===== src/rtl/wlan_transmitter_if.sv =====
// Serial frame request, payload input and coded bit stream of the WLAN transmitter.
// The master side is the MAC data source / bench, the slave side is the transmitter.
interface wlan_transmitter_if;
    logic start;
    logic payload_dat;
    logic coded_dat;

    modport master (
        output start,
        output payload_dat,
        input  coded_dat
    );

    modport slave (
        input  start,
        input  payload_dat,
        output coded_dat
    );
endinterface


===== src/rtl/wlan_transmitter.sv =====
// Emits one 576-bit rate-1/2 K=7 coded frame (alternating preamble + scrambled payload) per start.
// Latency: first coded bit one cycle after the start edge, then one coded bit per cycle.
// No backpressure: start is ignored while busy, payload_dat is sampled blindly at phase 0.
module wlan_transmitter #(
    parameter int          PREAMBLE_BITS  = 96,
    parameter int          PAYLOAD_BITS   = 192,
    parameter logic [6:0]  SCRAMBLER_SEED = 7'b1111111
) (
    input  logic               clk,
    input  logic               rst_n,
    wlan_transmitter_if.slave  tx
);

    localparam int FRAME_SLOTS = PREAMBLE_BITS + PAYLOAD_BITS;
    localparam int SLOT_W      = $clog2(FRAME_SLOTS);

    localparam logic [SLOT_W-1:0] LAST_PRE_SLOT   = SLOT_W'(PREAMBLE_BITS - 1);
    localparam logic [SLOT_W-1:0] LAST_FRAME_SLOT = SLOT_W'(FRAME_SLOTS - 1);

    // Generator masks over {current bit, history[5:0]}; bit 6 is the weight-64 tap.
    localparam logic [6:0] GEN_A = 7'o133;
    localparam logic [6:0] GEN_B = 7'o171;

    // History as if the frame were preceded by ...1,0 so the preamble codes to 1100...
    localparam logic [5:0] HIST_INIT = 6'b010101;

    typedef enum logic [1:0] {
        IDLE     = 2'd0,
        PREAMBLE = 2'd1,
        PAYLOAD  = 2'd2
    } state_t;

    state_t              state;
    logic [SLOT_W-1:0]   slot;
    logic                phase;
    logic [5:0]          hist;
    logic [6:0]          scr;
    logic                cur_bit;
    logic                coded_q;

    logic                scr_bit;
    logic                src_bit;
    logic [6:0]          window_a;
    logic [6:0]          window_b;

    always_comb begin
        scr_bit  = scr[6] ^ scr[3];
        src_bit  = (state == PAYLOAD) ? (tx.payload_dat ^ scr_bit) : ~slot[0];
        window_a = {src_bit, hist};
        window_b = {cur_bit, hist};
    end

    always_ff @(posedge clk or negedge rst_n) begin
        if (!rst_n) begin
            state   <= IDLE;
            slot    <= '0;
            phase   <= 1'b0;
            hist    <= '0;
            scr     <= '0;
            cur_bit <= 1'b0;
            coded_q <= 1'b0;
        end else begin
            case (state)
                IDLE: begin
                    coded_q <= 1'b0;
                    if (tx.start) begin
                        state   <= PREAMBLE;
                        slot    <= '0;
                        phase   <= 1'b0;
                        hist    <= HIST_INIT;
                        cur_bit <= 1'b0;
                    end
                end
                default: begin
                    if (!phase) begin
                        coded_q <= ^(window_a & GEN_A);
                        cur_bit <= src_bit;
                        phase   <= 1'b1;
                        if (state == PAYLOAD) begin
                            scr <= {scr[5:0], scr_bit};
                        end
                    end else begin
                        coded_q <= ^(window_b & GEN_B);
                        hist    <= {cur_bit, hist[5:1]};
                        phase   <= 1'b0;
                        if (slot == LAST_FRAME_SLOT) begin
                            state <= IDLE;
                            slot  <= '0;
                        end else begin
                            slot <= slot + SLOT_W'(1);
                            // Scrambler restarts from the seed for every frame's payload.
                            if (slot == LAST_PRE_SLOT) begin
                                state <= PAYLOAD;
                                scr   <= SCRAMBLER_SEED;
                            end
                        end
                    end
                end
            endcase
        end
    end

    assign tx.coded_dat = coded_q;

endmodule


===== src/flat_wrapper.sv =====
// flat-port wrapper written by rule: the top's interface ports become plain ports
module wlan_transmitter_flat 
#(
    parameter int          PREAMBLE_BITS  = 96,
    parameter int          PAYLOAD_BITS   = 192,
    parameter logic [6:0]  SCRAMBLER_SEED = 7'b1111111
)
  (clk, rst_n, tx_start, tx_payload_dat, tx_coded_dat);
  wlan_transmitter_if tx_i ();
  input  logic clk;
  input  logic rst_n;
  input wire logic [$bits(tx_i.start)-1:0] tx_start;
  input wire logic [$bits(tx_i.payload_dat)-1:0] tx_payload_dat;
  output wire logic [$bits(tx_i.coded_dat)-1:0] tx_coded_dat;
  assign tx_i.start = tx_start;
  assign tx_i.payload_dat = tx_payload_dat;
  assign tx_coded_dat = tx_i.coded_dat;
  wlan_transmitter #(.PREAMBLE_BITS(PREAMBLE_BITS), .PAYLOAD_BITS(PAYLOAD_BITS), .SCRAMBLER_SEED(SCRAMBLER_SEED)) u_core (.clk(clk), .rst_n(rst_n), .tx(tx_i));
endmodule

===== config.mk =====
export PLATFORM = sky130hd
export DESIGN_NAME = wlan_transmitter_flat
export DESIGN_NICKNAME = d
export VERILOG_FILES = /design/src/rtl/wlan_transmitter_if.sv /design/src/rtl/wlan_transmitter.sv /design/src/flat_wrapper.sv
export SDC_FILE = /design/constraint.sdc
export NUM_CORES = 1
export LEC_CHECK = 0
export ABC_AREA = 1
export CAP_MARGIN = 5
export CORE_MARGIN = 2
export CORE_UTILIZATION = 45
export CTS_CLUSTER_DIAMETER = 200
export DETAILED_ROUTE_END_ITERATION = 6
export SLEW_MARGIN = 20
export SYNTH_ARGS = -nofsm -noshare
export SYNTH_HDL_FRONTEND = slang
export SYNTH_SLANG_ARGS = --single-unit

===== constraint.sdc =====
create_clock -name clk -period 1.3 [get_ports clk]
set_input_delay 0.26 -clock clk [delete_from_list [all_inputs] [get_ports clk]]
set_output_delay 0.26 -clock clk [all_outputs]
set_load 0.03 [all_outputs]

==> impl_table.tex <==
\begin{tabular}{lr}
\hline
Metric & Value \\
\hline
\multicolumn{2}{l}{\textbf{GRT}} \\
First-pass GRT wire length & 5270 µm \\
Overflow left after global routing & 0 \\
Total routing resource utilization after global routing & 18.7\% \\
Via count of the first global-routing pass & 1163 \\
Maximum number of pins on one net before global-route repair & 28 \\
Number of antenna violations at the first check in global routing & 0 \\
\multicolumn{2}{l}{\textbf{Clock network}} \\
CTS clk-pin slew, worst paths & 0.15 ns \\
CTS H-tree lvls & 1 \\
CTS sink count & 27 \\
Clock tree from TritonCTS & yes \\
Cell at the root of the clock tree & clkbuf\_4 \\
Number of buffers created by CTS & 3 \\
Clock tree buffer depth & 2 \\
Insertion delay to the later sink of the worst-skew pair & 0.33 ns \\
\multicolumn{2}{l}{\textbf{Yosys}} \\
Number of synthesized register bits & 27 \\
Number of nets produced by synthesis & 196 \\
Count of cell types in the netlist & 26 \\
Synthesized instance count & 191 \\
Post-synthesis instance area & 1510 µm² \\
Per-instance average area after synthesis & 7.91 µm² \\
Area contributors post-synth & dfrtp\_1 (45\%), nand2\_1 (13\%), nand3\_1 (6.6\%) \\
Count of warnings emitted by yosys & 0 \\
Post-synthesis sequential area ratio & 44.7\% \\
Post-synth top area share & 44.7\% \\
Post-synth top area cell & dfrtp\_1 \\
\multicolumn{2}{l}{\textbf{Worst setup path}} \\
Worst setup path class & reg -> reg \\
Max Fanout on Critical Path & 3 \\
Critical Path RT & 1.54 ns \\
Startpoint Class & flip-flop \\
Crit path capture type & flip-flop \\
Arrival @ worst endpoint & 1.63 ns \\
\multicolumn{2}{l}{\textbf{Layout}} \\
Area growth syn-to-layout & 28.8\% \\
Area taken by flip-flops and latches & 677 µm² \\
Number of diodes added for antenna fixing & 0 \\
Layout filler cell count & 299 \\
Total Nets Final & 230 \\
Area taken by multi-input logic gates & 808 µm² \\
Fraction of layout cells with a size suffix above 1 & 35.7\% \\
End-of-flow core utilization & 59.3\% \\
\multicolumn{2}{l}{\textbf{STA}} \\
Maximum clock rate & 0.721 GHz \\
Hold Fails Final Rpt & 0 \\
Total count of max-transition violations in the final report & 0 \\
Post-route clock skew & 0.00412 ns \\
Slack of the critical path & -0.0866 ns \\
Total of endpoints with negative setup slack in the final report & 21 \\
Unrepaired setup endpoints after global routing & true \\
Measured slew at the worst slew-check pin & 0.325 ns \\
Hold Worst Slack & 0.263 ns \\
Post-layout min period & 1.39 ns \\
Slew headroom & 78.2\% \\
Period Utilization, post-route & 107\% \\
\multicolumn{2}{l}{\textbf{Die}} \\
Initial standard-cell utilization of the core & 46.0\% \\
Number of top-level design ports & 5 \\
Row Count & 21 \\
Die Outline Area & 3840 µm² \\
Die boundary height & 62.0 µm \\
Std-Cell Core Area & 3280 µm² \\
Horizontal die dimension & 62.0 µm \\
\multicolumn{2}{l}{\textbf{Placement}} \\
Number of I/O port buffers & 4 \\
Placer's final routability congestion estimate & 0.875 \\
HPWL after DPL & 2370 µm \\
\multicolumn{2}{l}{\textbf{Route}} \\
First-pass iteration count of the detailed router & 4 \\
Number of nets still failing antenna checks after routing & 0 \\
Via total after detailed routing & 1317 \\
Number of DRC violations after detailed-routing iteration 0 & 59 \\
Number of design rule violations left after detail routing & 0 \\
Total wire length after detailed routing & 3370 µm \\
Avg Vias per Cell & 4.88 \\
WL per Instance & 12.5 µm \\
\multicolumn{2}{l}{\textbf{Job}} \\
Count of max-cap constraint violations & 0 \\
\multicolumn{2}{l}{\textbf{Pwr}} \\
IR Drop Worst-Case VDD & 0.433 mV \\
Leakage power & 0.961 nW \\
Power density over the cells & 694 nW/µm² \\
Total power & 1.35 mW \\
\multicolumn{2}{l}{\textbf{Outcome}} \\
Run status & finished with violations \\
Violations in the final reports & negative setup slack \\
\multicolumn{2}{l}{\textbf{Hold path}} \\
Class of the tightest hold or removal check & in -> async \\
\hline
\end{tabular}
-- critical path: stages (launching register included) --
cell and delay [ns]:
dfrtp_1 0.42, ha_4 0.17, nand3_4 0.11, nor2_4 0.15, buf_4 0.13, nand4_1 0.13
nand3_1 0.12, nand2_1 0.05
-- layout by cell type (no fill, tap or decap), types with 4 or more instances in the layout --
| master | synthesis | routed |
|---|---|---|
| nor2_2 | 1 | 4 |
| nor2_1 | 18 | 12 |
| nand3_1 | 20 | 16 |
| o21ai_2 | 7 | 8 |
| inv_1 | 22 | 18 |
| inv_2 | 5 | 8 |
| dfrtp_1 | 27 | 26 |
| nand2_2 | 4 | 7 |
| nand2_1 | 51 | 47 |
| nand4_1 | 4 | 4 |
| buf_4 | 1 | 25 |
| nand2_4 | 4 | 5 |
| nand3_2 | 1 | 4 |
-- Yosys cell counts --
library cell and count:
o21ai_1 2, nand2_2 4, inv_2 5, a31oi_1 1, nand3_2 1, nand3_1 20, nor2_1 18, inv_1 22
o22ai_1 3, o21ai_0 3, a22oi_1 3, buf_4 1, dfrtp_1 27, o21ai_2 7, nand2_4 4, a21oi_4 1
buf_6 2, xor2_1 1, a21oi_1 4, ha_1 1, nand4_1 4, or2_0 1, a31oi_4 1, nor2_2 1
nor3_1 3, nand2_1 51
-- area by class of cell --
| type | instances | area share [%] |
|---|---|---|
| tap | 46 | 2.96 |
| timing repair buffer | 32 | 14.1 |
| sequential | 27 | 34.8 |
| multi-input combinational | 134 | 41.5 |
| inverter | 27 | 5.33 |
| clock buffer | 4 | 1.35 |
-- stage by stage --
| step | cells | instance area [µm²] | TNS, ns | worst slack [ns] |
|---|---|---|---|---|
| 2_1_floorplan | 191 | 1520 | 0 | 0.0114 |
| 3_3_place_gp | 257 | 1760 | -1.70 | -0.172 |
| 3_5_place_dp | 257 | 1760 | -2.30 | -0.204 |
| 4_1_cts | 263 | 1840 | -1.61 | -0.106 |
| 5_1_grt | 270 | 1950 | -2.70 | -0.157 |
| 6_report | 270 | 1950 | -0.969 | -0.0866 |
-- timing repair --
item | CTS | global route
cloned | 0 | 0
pin swaps | 7 | 7
setup endpoints to repair | 18 | 24
setup buffers | 2 | 7
hold buffers | 0 | 0
resized for setup | 16 | 21
-- final timing paths --
check / start / end / slack (ns) / depth (start not counted)
setup / recovery: u_core.slot[0] / u_core.state[1] / -0.09 / 7
hold / removal: rst_n / u_core.scr[6] / 0.26 / 2
setup reg to reg: u_core.slot[0] / u_core.state[1] / -0.09 / 7
hold reg to reg: u_core.scr[4] / u_core.scr[4] / 0.51 / 2
max in group asynchronous: rst_n / u_core.state[0] / 0.87 / 2
min in group clk: u_core.scr[4] / u_core.scr[4] / 0.51 / 2
-- layer usage --
metal,share of wire [%],up-vias,track usage [%]
met5,0,-,0
met4,0.89,0,5.47
met3,1.5,4,2.48
met2,52,8,30.2
met1,45,621,26.3
li1,-,684,-
-- power by group --
part	switching, mW	internal [mW]	leakage, nW
logic	0.0700	0.0430	0.619
clock network	0.254	0.121	0.0150
registers	0.00856	0.855	0.327
total	0.332	1.02	0.961
-- sequential cells by signal (all words and copies together) (netlist names) --
register / cells
u_core.cur_bit: 1
u_core.hist: 6
u_core.phase: 1
u_core.scr: 7
u_core.slot: 9
u_core.state: 2
u_core.tx.coded_dat: 1
-- kinds of logic (layout without fill, tap and decap cells) --
logic type      after synthesis  after routing  synth area share (%)
compound gates               25             25                  12.7
simple gates                107            107                  32.5
fa+ha+maj                     1              1                 0.828
flops                        27             27                  44.7
xor+xnor                      1              1                 0.580
buf+inv                      30             63                  8.69
Note: power is estimated with default switching activity, not from simulation.
